<file path="config.mk">
export PLATFORM = sky130hd
export DESIGN_NAME = multi_chess_clock
export DESIGN_NICKNAME = d
export VERILOG_FILES = /design/src/rtl/multi_chess_clock.sv
export SDC_FILE = /design/constraint.sdc
export NUM_CORES = 1
export LEC_CHECK = 0
export CORE_MARGIN = 4
export CORE_UTILIZATION = 45
export CTS_CLUSTER_DIAMETER = 120
export DETAILED_ROUTE_END_ITERATION = 16
export HOLD_SLACK_MARGIN = 0.12
export PLACE_DENSITY = 0.68
export SETUP_SLACK_MARGIN = 0.05
export SYNTH_ARGS = -nofsm -noshare
export SYNTH_HDL_FRONTEND = slang
export SYNTH_SLANG_ARGS = --single-unit
</file>
<file path="constraint.sdc">
create_clock -name clk -period 4.4 [get_ports clk]
set_input_delay 1.32 -clock clk [delete_from_list [all_inputs] [get_ports clk]]
set_output_delay 1.32 -clock clk [all_outputs]
set_load 0.02 [all_outputs]
</file>
<file path="src/rtl/multi_chess_clock.sv">
// N-player chess clock: per-player second counters, round-robin hand-off, Fischer increment,
// pause/resume and flag detection. All outputs registered; one-cycle input-to-output latency.
module multi_chess_clock #(
  parameter int N_PLAYERS = 2,
  parameter int TIME_W    = 10,
  parameter int INIT_TIME = 600,
  parameter int INCREMENT = 0,
  localparam int IDX_W    = (N_PLAYERS > 1) ? $clog2(N_PLAYERS) : 1
) (
  input  logic                          clk,
  input  logic                          reset,
  input  logic                          tick,
  input  logic [N_PLAYERS-1:0]          buttons,
  input  logic                          pause,
  output logic [N_PLAYERS*TIME_W-1:0]   times,
  output logic [N_PLAYERS-1:0]          active,
  output logic [1:0]                    state_code,
  output logic [IDX_W-1:0]              flag_idx
);

  typedef enum logic [1:0] {
    IDLE   = 2'b00,
    RUN    = 2'b01,
    PAUSED = 2'b10,
    FLAG   = 2'b11
  } state_t;

  localparam logic [31:0] TIME_MAX = 32'((64'd1 << TIME_W) - 64'd1);

  state_t            state_q, state_d;
  logic [IDX_W-1:0]  idx_q, idx_d;
  logic [IDX_W-1:0]  flag_q, flag_d;
  logic [TIME_W-1:0] times_q [N_PLAYERS];
  logic [TIME_W-1:0] times_d [N_PLAYERS];
  logic [TIME_W-1:0] cur;
  logic [31:0]       handoff_sum;

  always_ff @(posedge clk) begin
    if (!reset) begin
      state_q <= IDLE;
      idx_q   <= '0;
      flag_q  <= '0;
      for (int i = 0; i < N_PLAYERS; i++) begin
        times_q[i] <= TIME_W'(INIT_TIME);
      end
    end else begin
      state_q <= state_d;
      idx_q   <= idx_d;
      flag_q  <= flag_d;
      for (int i = 0; i < N_PLAYERS; i++) begin
        times_q[i] <= times_d[i];
      end
    end
  end

  always_comb begin
    state_d     = state_q;
    idx_d       = idx_q;
    flag_d      = flag_q;
    times_d     = times_q;
    cur         = times_q[idx_q];
    handoff_sum = 32'(cur) - 32'(tick) + 32'(INCREMENT);

    unique case (state_q)
      IDLE: begin
        // Descending scan so the lowest-index pressed button wins.
        for (int i = N_PLAYERS - 1; i >= 0; i--) begin
          if (buttons[i]) begin
            idx_d   = IDX_W'(i);
            state_d = RUN;
          end
        end
      end
      RUN: begin
        if (tick && cur == TIME_W'(1)) begin
          times_d[idx_q] = '0;
          flag_d         = idx_q;
          state_d        = FLAG;
        end else if (pause) begin
          if (tick && cur != '0) begin
            times_d[idx_q] = cur - TIME_W'(1);
          end
          state_d = PAUSED;
        end else if (buttons[idx_q]) begin
          times_d[idx_q] = (handoff_sum > TIME_MAX) ? TIME_W'(TIME_MAX) : TIME_W'(handoff_sum);
          idx_d          = (idx_q == IDX_W'(N_PLAYERS - 1)) ? '0 : idx_q + IDX_W'(1);
        end else if (tick && cur != '0) begin
          times_d[idx_q] = cur - TIME_W'(1);
        end
      end
      PAUSED: begin
        if (pause) begin
          state_d = RUN;
        end
      end
      FLAG: begin
      end
      default: begin
        state_d = IDLE;
      end
    endcase
  end

  for (genvar g = 0; g < N_PLAYERS; g++) begin : g_times
    assign times[g*TIME_W +: TIME_W] = times_q[g];
  end

  assign active     = (state_q == IDLE) ? '0 : (N_PLAYERS'(1) << idx_q);
  assign state_code = state_q;
  assign flag_idx   = flag_q;

endmodule

</file>
======== Word level (Yosys, flattened, before mapping) ========
Cells that the tools add are included.
storage, ports and cells
  register bits after elaboration ......... 24
  output and inout port bits .............. 25
operators by class
  add/sub/neg operators ................... 3
  $lt $le $gt $ge ......................... 4
  equal/unequal tests ..................... 9
  shift operators ......................... 1
  mux-type cells .......................... 28
  bitwise gates (word level) .............. 3
  reductions and logical operators ........ 10
operator list
  kind                     count
  $mux W20                 4
  $mux W10                 5
  $bwmux W20               2
  $gt A32 B10 Y1 const B   1
  $and A20 B20 Y20         1
  $not A20 Y20             1
  $mux W2                  6
  $sub A10 B1 Y11          1
  $demux W10 S1            1
  $eq A10 B1 Y1 const B    1
  $reduce_bool A10 Y1      1
  $sub A10 B1 Y10 const B  1
  $mux W1                  8
  $ne A2 B2 Y1 const B     4
  $ne A3 B3 Y1 const B     2
  $pmux W2 S3              1
  $reduce_and A5 Y1        1
  $reduce_and A4 Y1        1
  $logic_and A1 B1 Y1      3
  $reduce_bool A3 Y1       1
  $eq A2 B1 Y1 const B     1
  $eq A2 B2 Y1 const B     1
  $ge A2 B2 Y1 const B     1
  $logic_not A2 Y1         1
  8 further kinds          8

======== Longest topological paths before layout ========
Gate-level depths: netlist (run 1).
  depth in word-level cells ............... 11
  depth in mapped cells ................... 14
  gate-level depth less buffers ........... 9

======== Least setup slack after synthesis (run 1) ========
OpenSTA, ideal clock, no wires.
  path kind ............................... register -> register
  start point ............................. register idx_q
  end point ............................... register times_q (netlist bit times[3])
  arrival time ............................ 3.064 ns
  data required time ...................... 4.278 ns
  path slack .............................. 1.214 ns
  cell stages (with the launch flop) ...... 14
  period minus slack after synthesis ...... 3.186 ns
  cell sequence ........................... dfxtp_1 buf_4 buf_2 buf_4 buf_4 buf_2 mux2i_1 ha_1 nor4b_2 nor2_2 o31ai_2 o21ai_0 a32o_1 a221o_1
between the ends
  longest elaborated chain between the ends .. 11
  elaborated cells on any way between the ends .. 27
  those cells by class .................... add/sub: 2; order compare: 3; eq/ne: 1; mux: 14; bitwise: 3; reduce/logical: 4
RTL lines
  element                                      line  source
  start: declaration                           31    logic [IDX_W-1:0] idx_q, idx_d;
  start signal: assignment                     48    idx_q <= idx_d;
  $not A1 Y2                                   --
  $mux W10 (not written as such) (3 in a row)  61    cur = times_q[idx_q];
  $sub A10 B1 Y11                              62    handoff_sum = 32'(cur) - 32'(tick) + 32'(INCREMENT);
  $gt A32 B10 Y1                               85    times_d[idx_q] = (handoff_sum > TIME_MAX) ? TIME_W'(TIME_MAX) : TIME_W'(handoff_sum);
  $mux W10                                     85
  $bwmux W20                                   85
  $mux W20                                     84    end else if (buttons[idx_q]) begin
  $mux W20                                     79    end else if (pause) begin
  $mux W20 *                                   75    if (tick && cur == TIME_W'(1)) begin
  end signal: indexed assignment               44    times_q[i] <= TIME_W'(INIT_TIME);
  end signal: indexed assignment               51    times_q[i] <= times_d[i];
  end: declaration                             33    logic [TIME_W-1:0] times_q [N_PLAYERS];
Mark *: on every way between the ends. The rest lies on a longest branch, timed or not. The select of a mux whose other input is x is not followed.
A chain may end at the register's enable or synchronous reset.

======== Worst setup path in the final report (run 1) ========
  start point ............................. input port tick
  end point ............................... register times_q (netlist bit times[5])
between the ends
  longest elaborated chain between the ends .. 7
  elaborated cells on any way between the ends .. 10
  those cells by class .................... add/sub: 1; order compare: 1; mux: 6; reduce/logical: 2
RTL lines
  element             line  source
  start: declaration  12    input logic tick,
  $sub A10 B1 Y11     62
  $gt A32 B10 Y1      85
  $mux W10            85
  $bwmux W20          85
  $mux W20            84
  $mux W20            79
  $mux W20 *          75
Mark *: on every way between the ends. The rest lies on a longest branch, timed or not.

==> run summary, run 1 <==
The min-delay analysis places its worst path in the category reg -> reg. In the post-synthesis netlist, the biggest area contributors are sky130_fd_sc_hd__dfxtp_1 (21%), sky130_fd_sc_hd__o21ai_0 (5.3%), sky130_fd_sc_hd__mux2i_1 (4.0%). The post-route antenna net violation count was 0. STA puts the critical path data required time at 4.61 ns. The biggest area consumer among synthesized cells was sky130_fd_sc_hd__dfxtp_1.

The share of async-settable or async-resettable flops after synthesis is 0, and the core area is 4790 µm². The run gives 0.571 ns as the smallest setup slack after layout. At the pin with the least slew margin, the transition time is 1.13 ns. Setup repair after global routing left no endpoint under its margin. Antenna diode count: 0.

The logs give 2218 for the via count of the first global-routing pass and 0.28 ns for the insertion delay of the later-clocked pin in the worst-skew pair. The run gives 6190 µm² as the die outline area. The initial DRC count was 249; the fraction of power spent switching nets was 0.408. The worst-case headroom to the max-slew limit was 0.243. The share of the clock period used by the worst path after layout works out to 0.870. Commonest register cell after synthesis: sky130_fd_sc_hd__dfxtp_1. Yosys mapped a number of flops with a built-in enable equal to 0. For the final net count, the log shows 321. 31 I/O pins were placed. The total wirelength of the detailed-routed design is 7270 µm. The share of the synthesized area in the top cell type is 0.214. The run gives 0.469 as the initial cell density of the core. The average instance in the mapped netlist occupies 7.80 µm². After clock tree synthesis, the setup repair step added 0 buffers. The net switching power was 287 µW; the clock network fraction of total power was 0.200.

After legalization and detailed placement, the total HPWL measured 5370 µm. In this run the static leakage power is 0.880 nW. TritonCTS built the clock tree. The logs give 5 for the number of optimization iterations in the first detailed-route pass and 43 for the largest net degree at the start of global routing.

The port buffer count is 30. The die is 78.6 µm tall. The worst setup path is captured at a flip-flop. For the utilization after layout, the log shows 0.547. In this run the cell area of the synthesized design comes to 2250 µm². Dividing the detail-routed wire length by the instance count gives 19.3 µm. The launching instance or port of the critical path is tick. The internal power of the cells totals 416 µW.

The number of levels in the clock H-tree is 1, and the number of vias per cell is 6.51. Setup violations remaining at the end of the flow were counted as 0. The maximum number of buffers from clock root to sink is 2, and the proportion of layout cells with a drive suffix above 1 is 0.0777. In this run the power density over the cells is 269 nW/µm².

The number of cells produced by synthesis was 288; the hold violation count in the final report was 0. The logs give 0 for the hold buffer count at cts and 298 for the number of nets produced by synthesis. The count of pins over their slew limit is 0. The number of different library cells used by synthesis comes to 69. Routability-driven placement finished with a final weighted congestion of 1.05. The post-cts gate resize count came out at 0. VDD sags by at most 0.000134 V. The critical path in this run is classified as in -> reg. The launch point of the worst reg-to-reg path was idx_q$_SDFFE_PN0P_. The clock drives 24 sinks. The worst setup path is launched from an input pin. The tools report the remaining routing DRC violations as 0.

For the share of power burned in combinational logic, the log shows 0.422. The run finished with clean final reports. The largest driver fanout on the critical path is 8. The tree is rooted in a sky130_fd_sc_hd__clkbuf_8. The clock transition at the registers of the reported paths is 0.09 ns. The logs give 0.237 for the total track usage and 0 for the leftover overflow at the end of global routing. On the final layout, the worst hold slack is 0.476 ns. For the first-pass GRT wire length, the log shows 11700 µm. The tools report the minimum setup slack after placement as 0.373 ns. For the final routed database, the setup TNS stands at 0 ns. The number of antenna violations at the first check in global routing was 0. For this run, the top clock speed supported by timing is 261 MHz. The run gives 0.214 as the register area share after synthesis.

Compared with the post-synthesis result, the final layout area differs by 16.5%. On the final layout, the worst clock skew is 0.00460 ns. Row generation in the floorplan step produced 25 rows. The run gives 2447 as the via count. Counting flops and latches in the post-synthesis netlist gives 24.

The final critical delay including setup and external delays is 3.83 ns. The relative contribution of sequential cells to total power is 0.378, and the clock buffer count from CTS is 3. Data arrives at the worst endpoint at 4.04 ns. Across the run, the number of max-cap violations was 0. The worst hold path begins at flag_idx$_SDFFE_PN0P_.

The die is 78.6 µm wide. The tools report the Yosys warning count as 0.
cell type report:
cell class	count	area, µm²
inverter	8	30.0
multi-input combinational	237	1630
timing repair buffer	37	353
clock buffer	3	41.3
sequential	24	480
tap	67	83.8
fill	458	2170
layout by cell type (no fill, tap or decap), types with 3 or more instances in the layout:
master and count:
sky130_fd_sc_hd__a21oi_1 13, sky130_fd_sc_hd__a22o_1 3, sky130_fd_sc_hd__a311oi_1 3, sky130_fd_sc_hd__a31oi_1 7, sky130_fd_sc_hd__a32o_1 4, sky130_fd_sc_hd__and3_1 3, sky130_fd_sc_hd__buf_4 7, sky130_fd_sc_hd__clkbuf_8 3
sky130_fd_sc_hd__clkdlybuf4s50_1 30, sky130_fd_sc_hd__dfxtp_1 24, sky130_fd_sc_hd__ha_1 4, sky130_fd_sc_hd__inv_1 8, sky130_fd_sc_hd__mux2i_1 9, sky130_fd_sc_hd__nand2_1 23, sky130_fd_sc_hd__nand2b_1 6, sky130_fd_sc_hd__nand3_1 8
sky130_fd_sc_hd__nor2_1 20, sky130_fd_sc_hd__nor2b_1 5, sky130_fd_sc_hd__nor3_1 13, sky130_fd_sc_hd__nor3b_1 3, sky130_fd_sc_hd__nor4b_1 3, sky130_fd_sc_hd__o211ai_1 7, sky130_fd_sc_hd__o21ai_0 24, sky130_fd_sc_hd__o22ai_1 5
sky130_fd_sc_hd__o31a_1 3, sky130_fd_sc_hd__o32a_1 3, sky130_fd_sc_hd__xnor2_1 8, sky130_fd_sc_hd__xor2_1 5
Yosys cell counts (3+ instances only):
| cell | number |
|---|---|
| sky130_fd_sc_hd__inv_1 | 8 |
| sky130_fd_sc_hd__nand2b_1 | 6 |
| sky130_fd_sc_hd__o31a_1 | 3 |
| sky130_fd_sc_hd__ha_1 | 4 |
| sky130_fd_sc_hd__and3_1 | 3 |
| sky130_fd_sc_hd__nor2b_1 | 5 |
| sky130_fd_sc_hd__a21oi_1 | 13 |
| sky130_fd_sc_hd__a22o_1 | 3 |
| sky130_fd_sc_hd__a311oi_1 | 3 |
| sky130_fd_sc_hd__dfxtp_1 | 24 |
| sky130_fd_sc_hd__nor2_1 | 20 |
| sky130_fd_sc_hd__a31oi_1 | 7 |
| sky130_fd_sc_hd__nand3_1 | 8 |
| sky130_fd_sc_hd__nor4b_1 | 3 |
| sky130_fd_sc_hd__nand2_1 | 23 |
| sky130_fd_sc_hd__clkbuf_1 | 7 |
| sky130_fd_sc_hd__xor2_1 | 5 |
| sky130_fd_sc_hd__a32o_1 | 4 |
| sky130_fd_sc_hd__buf_2 | 7 |
| sky130_fd_sc_hd__xnor2_1 | 8 |
| sky130_fd_sc_hd__o32a_1 | 3 |
| sky130_fd_sc_hd__buf_4 | 3 |
| sky130_fd_sc_hd__nor3_1 | 13 |
| sky130_fd_sc_hd__o211ai_1 | 7 |
| sky130_fd_sc_hd__o21ai_0 | 24 |
| sky130_fd_sc_hd__nor3b_1 | 3 |
| sky130_fd_sc_hd__mux2i_1 | 9 |
| sky130_fd_sc_hd__o22ai_1 | 5 |
final timing paths:
check                          end  slack (ns)  depth (start not counted)
max          times[5]$_SDFFE_PN0P_        0.57                          9
min          flag_idx$_SDFFE_PN0P_        0.48                          2
max reg2reg  times[3]$_SDFFE_PN1P_        0.89                          8
min reg2reg  flag_idx$_SDFFE_PN0P_        0.48                          2
registers in the layout, summed over array words and instances, names as in the netlist:
name        cells
flag_idx        1
idx_q           1
state_code      2
times          20
worst max-delay path, cell delays in order:
cell                              delay (ns)
sky130_fd_sc_hd__clkdlybuf4s50_1        0.66
sky130_fd_sc_hd__ha_1                   0.26
sky130_fd_sc_hd__ha_1                   0.22
sky130_fd_sc_hd__nor4bb_1               0.40
sky130_fd_sc_hd__nor2_1                 0.20
sky130_fd_sc_hd__o31ai_2                0.40
sky130_fd_sc_hd__o21ai_0                0.20
sky130_fd_sc_hd__o2bb2a_1               0.31
sky130_fd_sc_hd__o21ai_0                0.07
metrics by stage:
step / std cells / area (µm²) / power, mW
after floorplan: 288 / 2250 / 0.470
after global placement: 373 / 2580 / 0.562
after detailed placement: 373 / 2580 / 0.561
after CTS: 376 / 2620 / 0.698
after global routing: 376 / 2620 / 0.741
final: 376 / 2620 / 0.703
power by group through the flow:
stage               Combinational [mW]  Sequential (mW)  Clock (mW)
CTS                              0.293            0.265       0.140
global placement                 0.291            0.271           0
global route                     0.322            0.269       0.149
finish                           0.297            0.266       0.141
detailed placement               0.291            0.270           0
floorplan                        0.199            0.271           0
kinds of logic after synthesis:
| family | Yosys count | synth area share |
|---|---|---|
| AO/OA/AOI/OAI | 107 | 0.355 |
| XOR/XNOR | 13 | 0.0507 |
| adder cells (fa/ha/maj) | 4 | 0.0223 |
| buffers and inverters | 27 | 0.0607 |
| flip-flops | 24 | 0.214 |
| multiplexers | 9 | 0.0401 |
| AND/OR/NAND/NOR | 104 | 0.257 |
layer usage:
metal / share of wire / wire length, µm / GRT usage / up-vias
li1: - / - / - / 1152
met1: 0.43 / 3160 / 0.325 / 1149
met2: 0.45 / 3270 / 0.368 / 130
met3: 0.091 / 661 / 0.0333 / 16
met4: 0.024 / 175 / 0.101 / 0
met5: 0 / 0 / 0 / -
Note: power is estimated with default switching activity, not from simulation.
==> run 2, diff against run 1 <==
- CAP_MARGIN: default -> 20
- CORE_UTILIZATION: 45 -> 56
- MAX_ROUTING_LAYER: default -> met4
- PLACE_DENSITY: 0.68 -> 0.81
==> run 2 against run 1 <==
Via count rose by 4.1%. Highest routed layer unchanged. Critical path depth did not move. Final cell count fell by 5.3%.
==> run summary, run 2 (synthesis gave the netlist of run 1 again) <==
The flow ran to the end, and the final reports show no timing, DRC or antenna violations. The logs give 0.00805 ns for the worst setup skew after layout and 0.401 ns for the minimum setup slack after placement. The min-delay analysis places its worst path in the category reg -> reg. For the number of antenna violations at the first check in global routing, the log shows 0.

On the critical path the largest part of the delay comes from compound AO/OA/AOI/OAI gates. Traced cell by cell, the critical path runs through clkdlybuf4s50_1 -> ha_1 -> ha_1 -> nor4bb_1 -> nor2_1 -> o31ai_2 -> o21ai_0 -> o2bb2a_1 -> o21ai_0. Summed over all failing endpoints, the final setup total negative slack is 0 ns.

The worst path buffer plus inverter count is 1, and the port buffer count is 30. Clock tree synthesis found a total of 24 sinks. The post-route antenna net violation count was 0. The maximum number of buffers from clock root to sink was 2. Category of the most critical setup path: in -> reg. The relative area change from synthesis to final layout came out at 15.2%. The count of pins over their slew limit was 0. Pin placement for this block handled 31 I/O pins.

The hold violation count in the final report is 0. Dividing the detail-routed via count by the number of cells gives 7.16. Along the worst path, the maximum fanout reaches 8.

The tool flagged a number of max-cap violations equal to 0. The met2 wire length is 3080 µm, and the post-cts gate resize count is 0. Setup violations remaining at the end of the flow were counted as 0. The number of levels in the clock H-tree was 1; the final net count was 320. The logs give 340 for the number of fillers in the final layout and 0.596 for the initial cell density of the core. Based on the critical path, the design can be clocked at up to 264 MHz. Once layout is done, the placed cells without fillers occupy 2590 µm².

TritonCTS built the clock tree. The number of buffers inserted by post-CTS setup repair is 0, and the final critical delay including setup and external delays is 3.79 ns. The required time at the endpoint of the critical path came out at 4.61 ns. The arrival time reported for the critical path endpoint was 4.00 ns. The share of the clock period used by the worst path after layout is 0.862, and the transition at the pin with the smallest max-transition slack is 0.968 ns.

The amount of wire on met3 after detailed routing came out at 658 µm. The die is 71.3 µm tall. Via count: 2548. In this run, post-CTS hold repair placed 0 buffers. The overall die width is 71.3 µm. The library cell used most frequently in the layout, excluding fill and tap cells, is sky130_fd_sc_hd__clkdlybuf4s50_1.

Across all register-to-register paths, the minimum setup slack is 1.23 ns. For this block, wires on met1 add up to 3100 µm. The highest layer touched by signal routing is met4. The worst setup path is launched from an input pin. In this run the cell area measured after placement is 2540 µm². The congestion estimate from routability-driven global placement came to 1.13.

For the static leakage, the log shows 0.876 nW. The first global-routing pass estimated 11700 µm of wire. Setup repair after global routing left no endpoint under its margin. In the post-route analysis, the smallest setup slack over all paths is 0.608 ns. The total wirelength of the detailed-routed design was 7060 µm; the average wire per cell in the routed design was 19.8 µm.

The number of flip-flops in the largest register works out to 20. In the layout the commonest cells are sky130_fd_sc_hd__clkdlybuf4s50_1 (30), sky130_fd_sc_hd__o21ai_0 (24), sky130_fd_sc_hd__dfxtp_1 (24), sky130_fd_sc_hd__nand2_1 (23), sky130_fd_sc_hd__nor2_1 (20). The clock reaches the later pin of the worst-skew pair after 0.28 ns. The run gives 5 as the number of optimization iterations in the first detailed-route pass. For this design the ratio of total power to cell area is 272 nW/µm².

Number of core rows: 22. The master of the slowest instance on the critical path was sky130_fd_sc_hd__clkdlybuf4s50_1. The run gives 2278 as the via count of the first global-routing pass. In this run the clock root is driven by a sky130_fd_sc_hd__clkbuf_8. 0 antenna diodes ended up in the layout. The proportion of layout cells with a drive suffix above 1 came out at 0.0747. The largest single stage delay on the critical path is 0.66 ns.

The HPWL after detailed placement is 5110 µm. The initial DRC count is 445, and the worst-case headroom to the max-slew limit is 0.353. The maximum VDD drop was 0.000136 V; the die outline area was 5090 µm². The leftover overflow at the end of global routing is 0. STA classifies the critical path endpoint as a flip-flop. The clock transition at the registers of the reported paths came out at 0.09 ns. The remaining routing DRC violations was 0. The total track usage was 0.295. Clock tree synthesis inserted a total of 3 buffers. Entering global routing, the biggest net connects 46 pins. In this run the standard cell core region covers 3770 µm².
-- run 2: cell count changes in the layout (fill, tap and decap cells not counted) --
cell	change
sky130_fd_sc_hd__buf_4	-1
-- run 2: stage by stage --
step                utilization  power, mW  hold WS (ns)  cells
finish                    0.686      0.702         0.500    356
CTS                       0.684      0.694         0.499    355
global route              0.686      0.741         0.514    356
floorplan                     -      0.470         0.554    288
global placement          0.673      0.553         0.472    352
detailed placement        0.673      0.558         0.482    352
-- run 2: per-layer routing --
| layer | vias up | global-route usage |
|---|---|---|
| met3 | 31 | 0.0309 |
| met5 | - | - |
| li1 | 1154 | - |
| met4 | 0 | 0.111 |
| met1 | 1192 | 0.420 |
| met2 | 171 | 0.427 |
-- run 2: area by class of cell --
| class | count | area, µm² | area share |
|---|---|---|---|
| Clock buffer | 3 | 41.3 | 0.0160 |
| Inverter | 8 | 30.0 | 0.0116 |
| Multi-Input combinational cell | 237 | 1630 | 0.630 |
| Sequential cell | 24 | 480 | 0.186 |
| Tap cell | 48 | 60.1 | 0.0232 |
| Timing Repair Buffer | 36 | 345 | 0.134 |
-- run 2: power breakdown --
| group | leakage (nW) | internal [mW] | switching (mW) |
|---|---|---|---|
| logic | 0.658 | 0.121 | 0.177 |
| clock network | 0.0216 | 0.0616 | 0.0765 |
| registers | 0.196 | 0.233 | 0.0330 |
-- run 2: worst register-to-register path, cell delays in order, from the launching register on --
cell                        delay [ns]
sky130_fd_sc_hd__dfxtp_1          0.46
sky130_fd_sc_hd__buf_4            0.46
sky130_fd_sc_hd__nor3b_2          0.33
sky130_fd_sc_hd__a22oi_1          0.16
sky130_fd_sc_hd__buf_4            0.22
sky130_fd_sc_hd__o311ai_2         0.85
sky130_fd_sc_hd__nor3_1           0.16
sky130_fd_sc_hd__o221ai_1         0.23
sky130_fd_sc_hd__o2111ai_1        0.16
-- run 2: path summary, 6_finish.rpt --
kind,startpoint,to,depth (start not counted)
setup / recovery,tick,times[5]$_SDFFE_PN0P_,9
hold / removal,flag_idx$_SDFFE_PN0P_,flag_idx$_SDFFE_PN0P_,2
setup reg to reg,idx_q$_SDFFE_PN0P_,times[19]$_SDFFE_PN1P_,8
hold reg to reg,flag_idx$_SDFFE_PN0P_,flag_idx$_SDFFE_PN0P_,2
